--- config.mk ---
export PLATFORM = sky130hd
export DESIGN_NAME = servo_multi
export DESIGN_NICKNAME = d
export VERILOG_FILES = /design/src/rtl/servo_multi.sv
export SDC_FILE = /design/constraint.sdc
export NUM_CORES = 1
export LEC_CHECK = 0
export CAP_MARGIN = 30
export CORE_UTILIZATION = 41
export DETAILED_ROUTE_END_ITERATION = 8
export PLACE_DENSITY = 0.64
export SYNTH_ARGS = -nofsm -noshare
export SYNTH_HDL_FRONTEND = slang
export SYNTH_SLANG_ARGS = --single-unit
--- constraint.sdc ---
create_clock -name CLK -period 2.1 [get_ports CLK]
set_clock_uncertainty 0.2 [all_clocks]
set_input_delay 0.42 -clock CLK [delete_from_list [all_inputs] [get_ports CLK]]
set_output_delay 0.42 -clock CLK [all_outputs]
set_load 0.01 [all_outputs]
--- src/rtl/servo_multi.sv ---
// N-channel hobby-servo PWM generator: one shared microsecond prescaler and frame
// counter, per-channel clamped and optionally slew-limited pulse widths.
module servo_multi #(
    parameter int unsigned N_CH      = 4,
    parameter int unsigned CH_W      = 2,
    parameter int unsigned W         = 16,
    parameter int unsigned CLK_F     = 100,
    parameter int unsigned PERIOD_US = 20000,
    parameter int unsigned MIN_US    = 500,
    parameter int unsigned MAX_US    = 2500,
    parameter int unsigned RESET_US  = 1500,
    parameter int unsigned SLEW_US   = 0
) (
    input  logic            CLK,
    input  logic            RST,
    input  logic            wr_en,
    input  logic [CH_W-1:0] wr_ch,
    input  logic [W-1:0]    wr_data,
    input  logic [N_CH-1:0] ch_enable,
    output logic [N_CH-1:0] CONTROL_PIN,
    output logic            frame_start
);

    localparam int unsigned PW = (CLK_F > 1) ? $clog2(CLK_F) : 1;
    localparam int unsigned DW = W + 1;

    logic [PW-1:0]   presc_q, presc_d;
    logic [W-1:0]    count_q, count_d;
    logic [W-1:0]    target_q [N_CH];
    logic [W-1:0]    target_d [N_CH];
    logic [W-1:0]    active_q [N_CH];
    logic [W-1:0]    active_d [N_CH];
    logic [N_CH-1:0] en_q, en_d;
    logic [N_CH-1:0] pin_q, pin_d;
    logic            frame_start_q, frame_start_d;
    logic            tick_c;
    logic            load_c;

    // Clamp the target, then step the active width toward it by at most SLEW_US.
    function automatic logic [W-1:0] next_active(input logic [W-1:0] tgt,
                                                 input logic [W-1:0] act);
        logic [W-1:0]     c;
        logic signed [W:0] d;
        c = tgt;
        if (tgt < W'(MIN_US)) begin
            c = W'(MIN_US);
        end else if (tgt > W'(MAX_US)) begin
            c = W'(MAX_US);
        end
        d = $signed({1'b0, c}) - $signed({1'b0, act});
        if (SLEW_US == 0) begin
            return c;
        end else if (d > $signed(DW'(SLEW_US))) begin
            return act + W'(SLEW_US);
        end else if (d < -$signed(DW'(SLEW_US))) begin
            return act - W'(SLEW_US);
        end
        return c;
    endfunction

    always_comb begin
        tick_c        = (presc_q == PW'(CLK_F - 1));
        load_c        = tick_c && (count_q == W'(PERIOD_US - 1));
        presc_d       = tick_c ? '0 : presc_q + PW'(1);
        count_d       = count_q;
        frame_start_d = load_c;
        en_d          = load_c ? ch_enable : en_q;
        if (load_c) begin
            count_d = '0;
        end else if (tick_c) begin
            count_d = count_q + W'(1);
        end
        // The load reads target_q, so a write on the load edge lands next frame.
        for (int i = 0; i < N_CH; i++) begin
            target_d[i] = target_q[i];
            active_d[i] = active_q[i];
            if (wr_en && (wr_ch == CH_W'(i))) begin
                target_d[i] = wr_data;
            end
            if (load_c) begin
                active_d[i] = next_active(target_q[i], active_q[i]);
            end
            pin_d[i] = en_q[i] && (count_q < active_q[i]);
        end
    end

    always_ff @(posedge CLK) begin
        if (RST) begin
            presc_q       <= '0;
            count_q       <= '0;
            en_q          <= '0;
            pin_q         <= '0;
            frame_start_q <= 1'b0;
            for (int i = 0; i < N_CH; i++) begin
                target_q[i] <= W'(RESET_US);
                active_q[i] <= W'(RESET_US);
            end
        end else begin
            presc_q       <= presc_d;
            count_q       <= count_d;
            en_q          <= en_d;
            pin_q         <= pin_d;
            frame_start_q <= frame_start_d;
            for (int i = 0; i < N_CH; i++) begin
                target_q[i] <= target_d[i];
                active_q[i] <= active_d[i];
            end
        end
    end

    assign CONTROL_PIN = pin_q;
    assign frame_start = frame_start_q;

endmodule

==> metrics.md, run 1 <==
| Metric | Value |
|---|---|
| Outcome | finished with violations |
| Violated checks | setup timing |
| Yosys cell types | 55 |
| Nets | 1,059 |
| Post-synth top area cell | dfxtp_1 |
| CP endpoint kind | flop |
| Root Driver | clkbuf_16 |
| Leakage | 4.023 nW |
| Synthesized net count | 970 |
| TritonCTS clock tree | yes |
| # port buffers | 29 |
| Layout area overhead | 26.44% |
| Congestion Overflow GR | 0 |
| Drt pass-1 iters | 5 |
| Pin count of the biggest net entering global routing | 69 |
| Worst EP required | 2.22 ns |
| Worst-path fanout max | 5 |
| RSZ-0062 raised after global routing | true |
| CTS Buf Count | 17 |
| Final Setup Violations | 2 |
| Switching Share | 26.41% |
| Fraction of post-synthesis cell area in the top cell type by area | 42.86% |
| # rows | 49 |
| Die width | 137.0 µm |
| Vias in the first global route | 5,901 |
| Sequential fraction of the synthesis area | 42.86% |
| DRT iter0 DRCs | 468 |
| Yosys reg bits | 160 |
| Fillers | 1,669 |
| Setup CP Type | reg -> reg |
| Ratio of cells with drive above 1 in the final layout | 17.06% |
| Most frequent cells in the layout | 163 x nand2_1, 155 x dfxtp_1, 71 x inv_1 |
| Pre-CTS setup slack | -0.1324 ns |
| Clock power share | 45.9% |
| Die span in y | 137.0 µm |
| Initial core utilization | 41.75% |
| Post-route setup slack | -0.004406 ns |
| Sequential cell area | 3212 µm² |
| Clock H-tree levels | 4 |
| MaxCap Viol Count | 0 |
| Crit path DAT | 2.23 ns |
| First-pass GRT wire length | 30,300 µm |
| Net Sw Power | 0.001755 W |
| Syn avg cell area | 8.464 µm² |
| Min cycle time layout | 2.104 ns |
| Final Hold Vio Count | 0 |
| Post-Synthesis Cell Area | 7473 µm² |
| Top_reg_cell synth | dfxtp_1 |
| Cts hold-fix bufs | 0 |
| Comb pwr share | 6.6% |
| Synth warnings | 0 |
| Number of vias per cell | 5.149 |
| Flop pwr share | 47.4% |
| Ports | 30 |
| Die area | 18,770 µm² |
| Slew Limit Fails | 0 |
| Worst-path clk slew | 0.07 ns |
| Multi-input logic area | 4095 µm² |
| Most common cell after layout, fill and taps aside | nand2_1 |
| Period utilization | 100.2% |
| Final GP Congestion | 0.8139 |
| Peak VDD IR | 0.6933 mV |
| Fmax | 475.2 MHz |
| Slew headroom | 65.90% |
| Startpoint Class | flop |
| Detailed Route WL | 19,230 µm |
| Post-synthesis instance total | 883 |
| Ys async rst share | 0% |
| Power Density | 703.3 nW/µm² |
| HPWL Detailed | 13,530 µm |
| Clk buf depth | 2 |
| Largest cells by area after synthesis | dfxtp_1 43%, ha_1 10%, nand2_1 8.2% |
| Wire per inst | 15.84 µm |
| GRT Overall Usage | 21.10% |
| Worst hold path type | in -> reg |
| Routed vias | 6,251 |
| Slew @ Worst Pin | 0.5068 ns |
| Worst-skew pair later-pin latency | 0.44 ns |
| Design area | 9449 µm² |
| Antenna violations before repair | 0 |
| Placed cell area | 8442 µm² |
| CORE AREA | 17,900 µm² |
| # diodes | 0 |
| DR DRC count | 0 |
| Routed Antenna Nets | 0 |
| P_int | 0.004891 W |
| EDFF count, synth | 0 |
| Sink Count | 160 |
==> synthesized netlist by cell type (5+ instances only) <==
master / count
o211ai_1: 9
nand2_1: 164
ha_1: 62
nor3_1: 18
nor2b_1: 7
a2bb2oi_1: 14
nor2_1: 68
a21o_1: 5
dfxtp_1: 160
xor2_1: 8
xnor2_1: 11
buf_4: 6
and4_1: 6
nand3b_1: 31
clkbuf_1: 25
o21ai_0: 19
nor4_1: 7
nand4_1: 10
nor3b_1: 7
inv_1: 71
a211oi_1: 14
nand3_1: 25
a21oi_1: 71
==> layer usage <==
metal	GRT usage (%)	share of wire (%)
met5	0	0
met4	5.189	1.1
met3	4.444	3.6
met2	34.37	47
met1	28.26	48
==> cell type report <==
cell class	instances	area share (%)
Clock buffer	17	4.502
Timing Repair Buffer	108	10.57
Sequential cell	160	33.99
Tap cell	229	3.032
Clock inverter	15	1.748
Multi-Input combinational cell	614	43.34
Inverter	71	2.820
==> path summary, 6_finish.rpt <==
kind	from	end	slack [ns]	cells after the start
min	RST	presc_q[6]	0.15	2
max	presc_q[1]	active_q[1][10]	-0.004	7
min reg2reg	active_q[3][13]	active_q[3][13]	0.24	2
max reg2reg	presc_q[1]	active_q[1][10]	-0.004	7
==> registers in the layout, summed over array words and instances (netlist names) <==
signal,count
en_q,4
active_q,64
presc_q,7
target_q,64
count_q,16
frame_start,1
CONTROL_PIN,4
==> power by group through the flow <==
stage          clock [W]  sequential [W]  combinational [W]
6_report         0.00305         0.00315           0.000440
5_1_grt          0.00326         0.00316           0.000479
4_1_cts          0.00312         0.00314           0.000406
3_5_place_dp           0         0.00322           0.000405
3_3_place_gp           0         0.00321           0.000404
2_1_floorplan          0         0.00319           0.000217
==> critical path, cell delays in order, from the launching register on <==
cell and delay (ns):
dfxtp_2 0.35, ha_4 0.17, nand4bb_4 0.12, nor4_4 0.34, and4_4 0.33, buf_6 0.13
nor2_1 0.04, a311o_1 0.30
==> timing repair <==
item | 4_1_cts | 5_1_grt
gates resized for setup | 14 | 63
endpoints found under the hold margin | 0 | 0
setup buffers | 3 | 4
gates cloned | 0 | 3
setup endpoints to repair | 68 | 84
pin swaps | 5 | 30
==> stage by stage <==
stage	TNS, ns	hold slack [ns]	power [W]	std cells	utilization (%)
3_5_place_dp	-2.636	0.2325	0.003620	1173	47.16
6_report	-0.008463	0.1546	0.006646	1214	52.78
2_1_floorplan	0	0.2155	0.003410	883	-
4_1_cts	0	0.1052	0.006670	1208	50.82
5_1_grt	-0.9365	0.1409	0.006896	1214	52.78
3_3_place_gp	-0.8218	0.2296	0.003618	1173	47.16
==> kinds of logic (layout without fill, tap and decap cells) <==
family	Yosys count	after routing	share of synthesized area (%)
simple gates	373	373	24.76
xor+xnor	19	19	2.227
compound gates	159	159	13.61
buf+inv	109	211	6.027
fa+ha+maj	62	62	10.38
mux	1	1	0.1339
flops	160	160	42.86
No activity file was read; power rests on OpenSTA's default activity.
==> run 2: changes to the inputs <==
--- a/config.mk
+++ b/config.mk
@@ -5,9 +5,11 @@
 export SDC_FILE = /design/constraint.sdc
 export NUM_CORES = 1
 export LEC_CHECK = 0
+export ABC_CLOCK_PERIOD_IN_PS = 2100
 export CAP_MARGIN = 30
 export CORE_UTILIZATION = 41
 export DETAILED_ROUTE_END_ITERATION = 8
+export GPL_TIMING_DRIVEN = 0
 export PLACE_DENSITY = 0.64
 export SYNTH_ARGS = -nofsm -noshare
 export SYNTH_HDL_FRONTEND = slang
==> run 2 against run 1 <==
  * The flow still finishes with violations (setup timing)
  * Worst hold slack better by 0.081 ns
  * Power is 2.4% higher
  * Clock power grew 6%
  * Flip-flop and latch count stayed put
  * Setup slack lost 0.050 ns
==> metrics.md, run 2 (same netlist as run 1, synthesis figures left out) <==
| Metric | Value |
|---|---|
| Drt pass-1 iters | 6 |
| DR DRC count | 0 |
| CTS Buf Count | 17 |
| Largest registers | active_q x64, target_q x64, count_q x16 |
| Routed vias | 6,347 |
| Leakage | 3.864 nW |
| Slew headroom | 41.17% |
| Vias in the first global route | 5,904 |
| Root Driver | clkbuf_16 |
| Net Sw Power | 0.001648 W |
| Layout area overhead | 23.71% |
| Wire per inst | 16.84 µm |
| DRT iter0 DRCs | 390 |
| MaxCap Viol Count | 0 |
| P_int | 0.005159 W |
| Cts hold-fix bufs | 0 |
| Nets | 1,038 |
| Die span in y | 137.0 µm |
| Final GP Congestion | 0.8434 |
| Startpoint Class | flop |
| Number of vias per cell | 5.320 |
| TNS Setup | -0.1258 ns |
| HPWL Detailed | 13,930 µm |
| Placed insts | 1,140 |
| Worst-path cell chain | ha_4 > nand4bb_4 > nor4_4 > buf_4 > and4_4 > nor2_4 > buf_6 > a22o_1 |
| Hold Path Origin | presc_q[0] |
| Violated checks | setup timing |
| Final Hold Vio Count | 0 |
| Switching Share | 24.21% |
| # rows | 49 |
| Period utilization | 102.6% |
| WP buf/inv | 2 |
| Peak VDD IR | 0.7379 mV |
| CORE AREA | 17,900 µm² |
| Fmax | 464.2 MHz |
| Min cycle time layout | 2.154 ns |
| Sink Count | 160 |
| Slowest CP cell | dfxtp_2 |
| TritonCTS clock tree | yes |
| Outcome | finished with violations |
| First-pass GRT wire length | 30,710 µm |
| Most frequent cells in the layout | 163 x nand2_1, 146 x dfxtp_1, 71 x inv_1, 71 x a21oi_1, 66 x nor2_1 |
| Worst-skew pair later-pin latency | 0.43 ns |
| Clk buf depth | 2 |
| Final std cells w/o fill | 1,193 |
| CP endpoint kind | flop |
| Crit path largest cell delay | 0.35 ns |
| Die area | 18,770 µm² |
| Worst hold path type | reg -> reg |
| Clock power share | 47.4% |
| R2R Path Start | presc_q[1] |
| Routed Antenna Nets | 0 |
| Design area | 9245 µm² |
| Ports | 30 |
| Worst EP required | 2.23 ns |
| Antenna violations before repair | 0 |
| Slew Limit Fails | 0 |
| Die width | 137.0 µm |
| Final Setup Violations | 4 |
| Ratio of cells with drive above 1 in the final layout | 13.17% |
| Crit path from | presc_q[1] |
| Pin count of the biggest net entering global routing | 17 |
| Worst-path clk slew | 0.06 ns |
| Most common cell after layout, fill and taps aside | nand2_1 |
| Comb pwr share | 6.3% |
| # port buffers | 28 |
| RSZ-0062 raised after global routing | true |
| Flop pwr share | 46.3% |
| Slew @ Worst Pin | 0.8824 ns |
| GRT Overall Usage | 21.81% |
| Setup CP Type | reg -> reg |
| Initial core utilization | 41.75% |
| Clock H-tree levels | 4 |
| Power Density | 736.2 nW/µm² |
| Worst hold margin | 0.2352 ns |
| Post-route setup slack | -0.05420 ns |
| Worst-path fanout max | 7 |
| Placed cell area | 8043 µm² |
| Congestion Overflow GR | 0 |
| Detailed Route WL | 20,090 µm |
| Crit path DAT | 2.28 ns |
| # diodes | 0 |
| CP top delay family | simple AND/OR/NAND/NOR gates |
run 2: changes by cell type in the layout (fill, tap and decap cells not counted), moves of 6 or more:
cell,delta
a21oi_1,+7
a21oi_2,-7
buf_4,-44
clkbuf_1,+19
dfxtp_1,-9
dfxtp_2,+6
run 2: path summary, 6_finish.rpt:
path,end,slack [ns],depth (start not counted)
max,active_q[1][1],-0.05,8
min,presc_q[0],0.24,1
max reg2reg,active_q[1][1],-0.05,8
min reg2reg,presc_q[0],0.24,1
run 2: layer usage:
metal  global-route usage [%]  routed length (µm)  up-vias  share of wire (%)
li1                         -                   -     3174                  -
met1                    28.12                9392     2993                 47
met2                    35.16                9400      133                 47
met3                    4.778                 787       47                3.9
met4                    8.791                 506        0                2.5
met5                        0                   0        -                  0
run 2: area by class of cell:
cell class	count	area, µm²
plain buffers	35	224.0
inverters	71	266.5
repair buffers	52	500.5
multi-input cells	614	4129
fillers	1693	8657
clock inverters	15	182.7
clock buffers	17	425.4
well taps	229	286.5
flip-flops and latches	160	3231
run 2: worst reg2reg max path, cell delays in order, from the launching register on:
cell	delay, ns
dfxtp_2	0.35
ha_4	0.17
nand4bb_4	0.14
nor4_4	0.28
buf_4	0.17
and4_4	0.33
nor2_4	0.09
buf_6	0.14
a22o_1	0.20
run 2: through the flow:
step / setup WS (ns) / total power, W / utilization (%)
2_1_floorplan: 0.02667 / 0.003410 / -
6_report: -0.05420 / 0.006807 / 51.64
3_3_place_gp: -0.5840 / 0.003569 / 44.93
3_5_place_dp: -0.5722 / 0.003573 / 44.93
5_1_grt: -0.1074 / 0.007027 / 51.64
4_1_cts: 0.01442 / 0.006802 / 49.82
run 2: repair_timing:
item                       in CTS  in global routing
setup buffers                  13                  8
gates cloned                    0                  3
pin swaps                       6                 12
setup endpoints to repair      86                 92
gates resized for setup        45                 53
run 2: power groups by stage:
stage,sequential (W),combinational (W),clock (W)
CTS,0.00315,0.000379,0.00328
global route,0.00316,0.000466,0.00340
detailed placement,0.00321,0.000361,0
global placement,0.00321,0.000358,0
finish,0.00315,0.000430,0.00322
floorplan,0.00319,0.000217,0
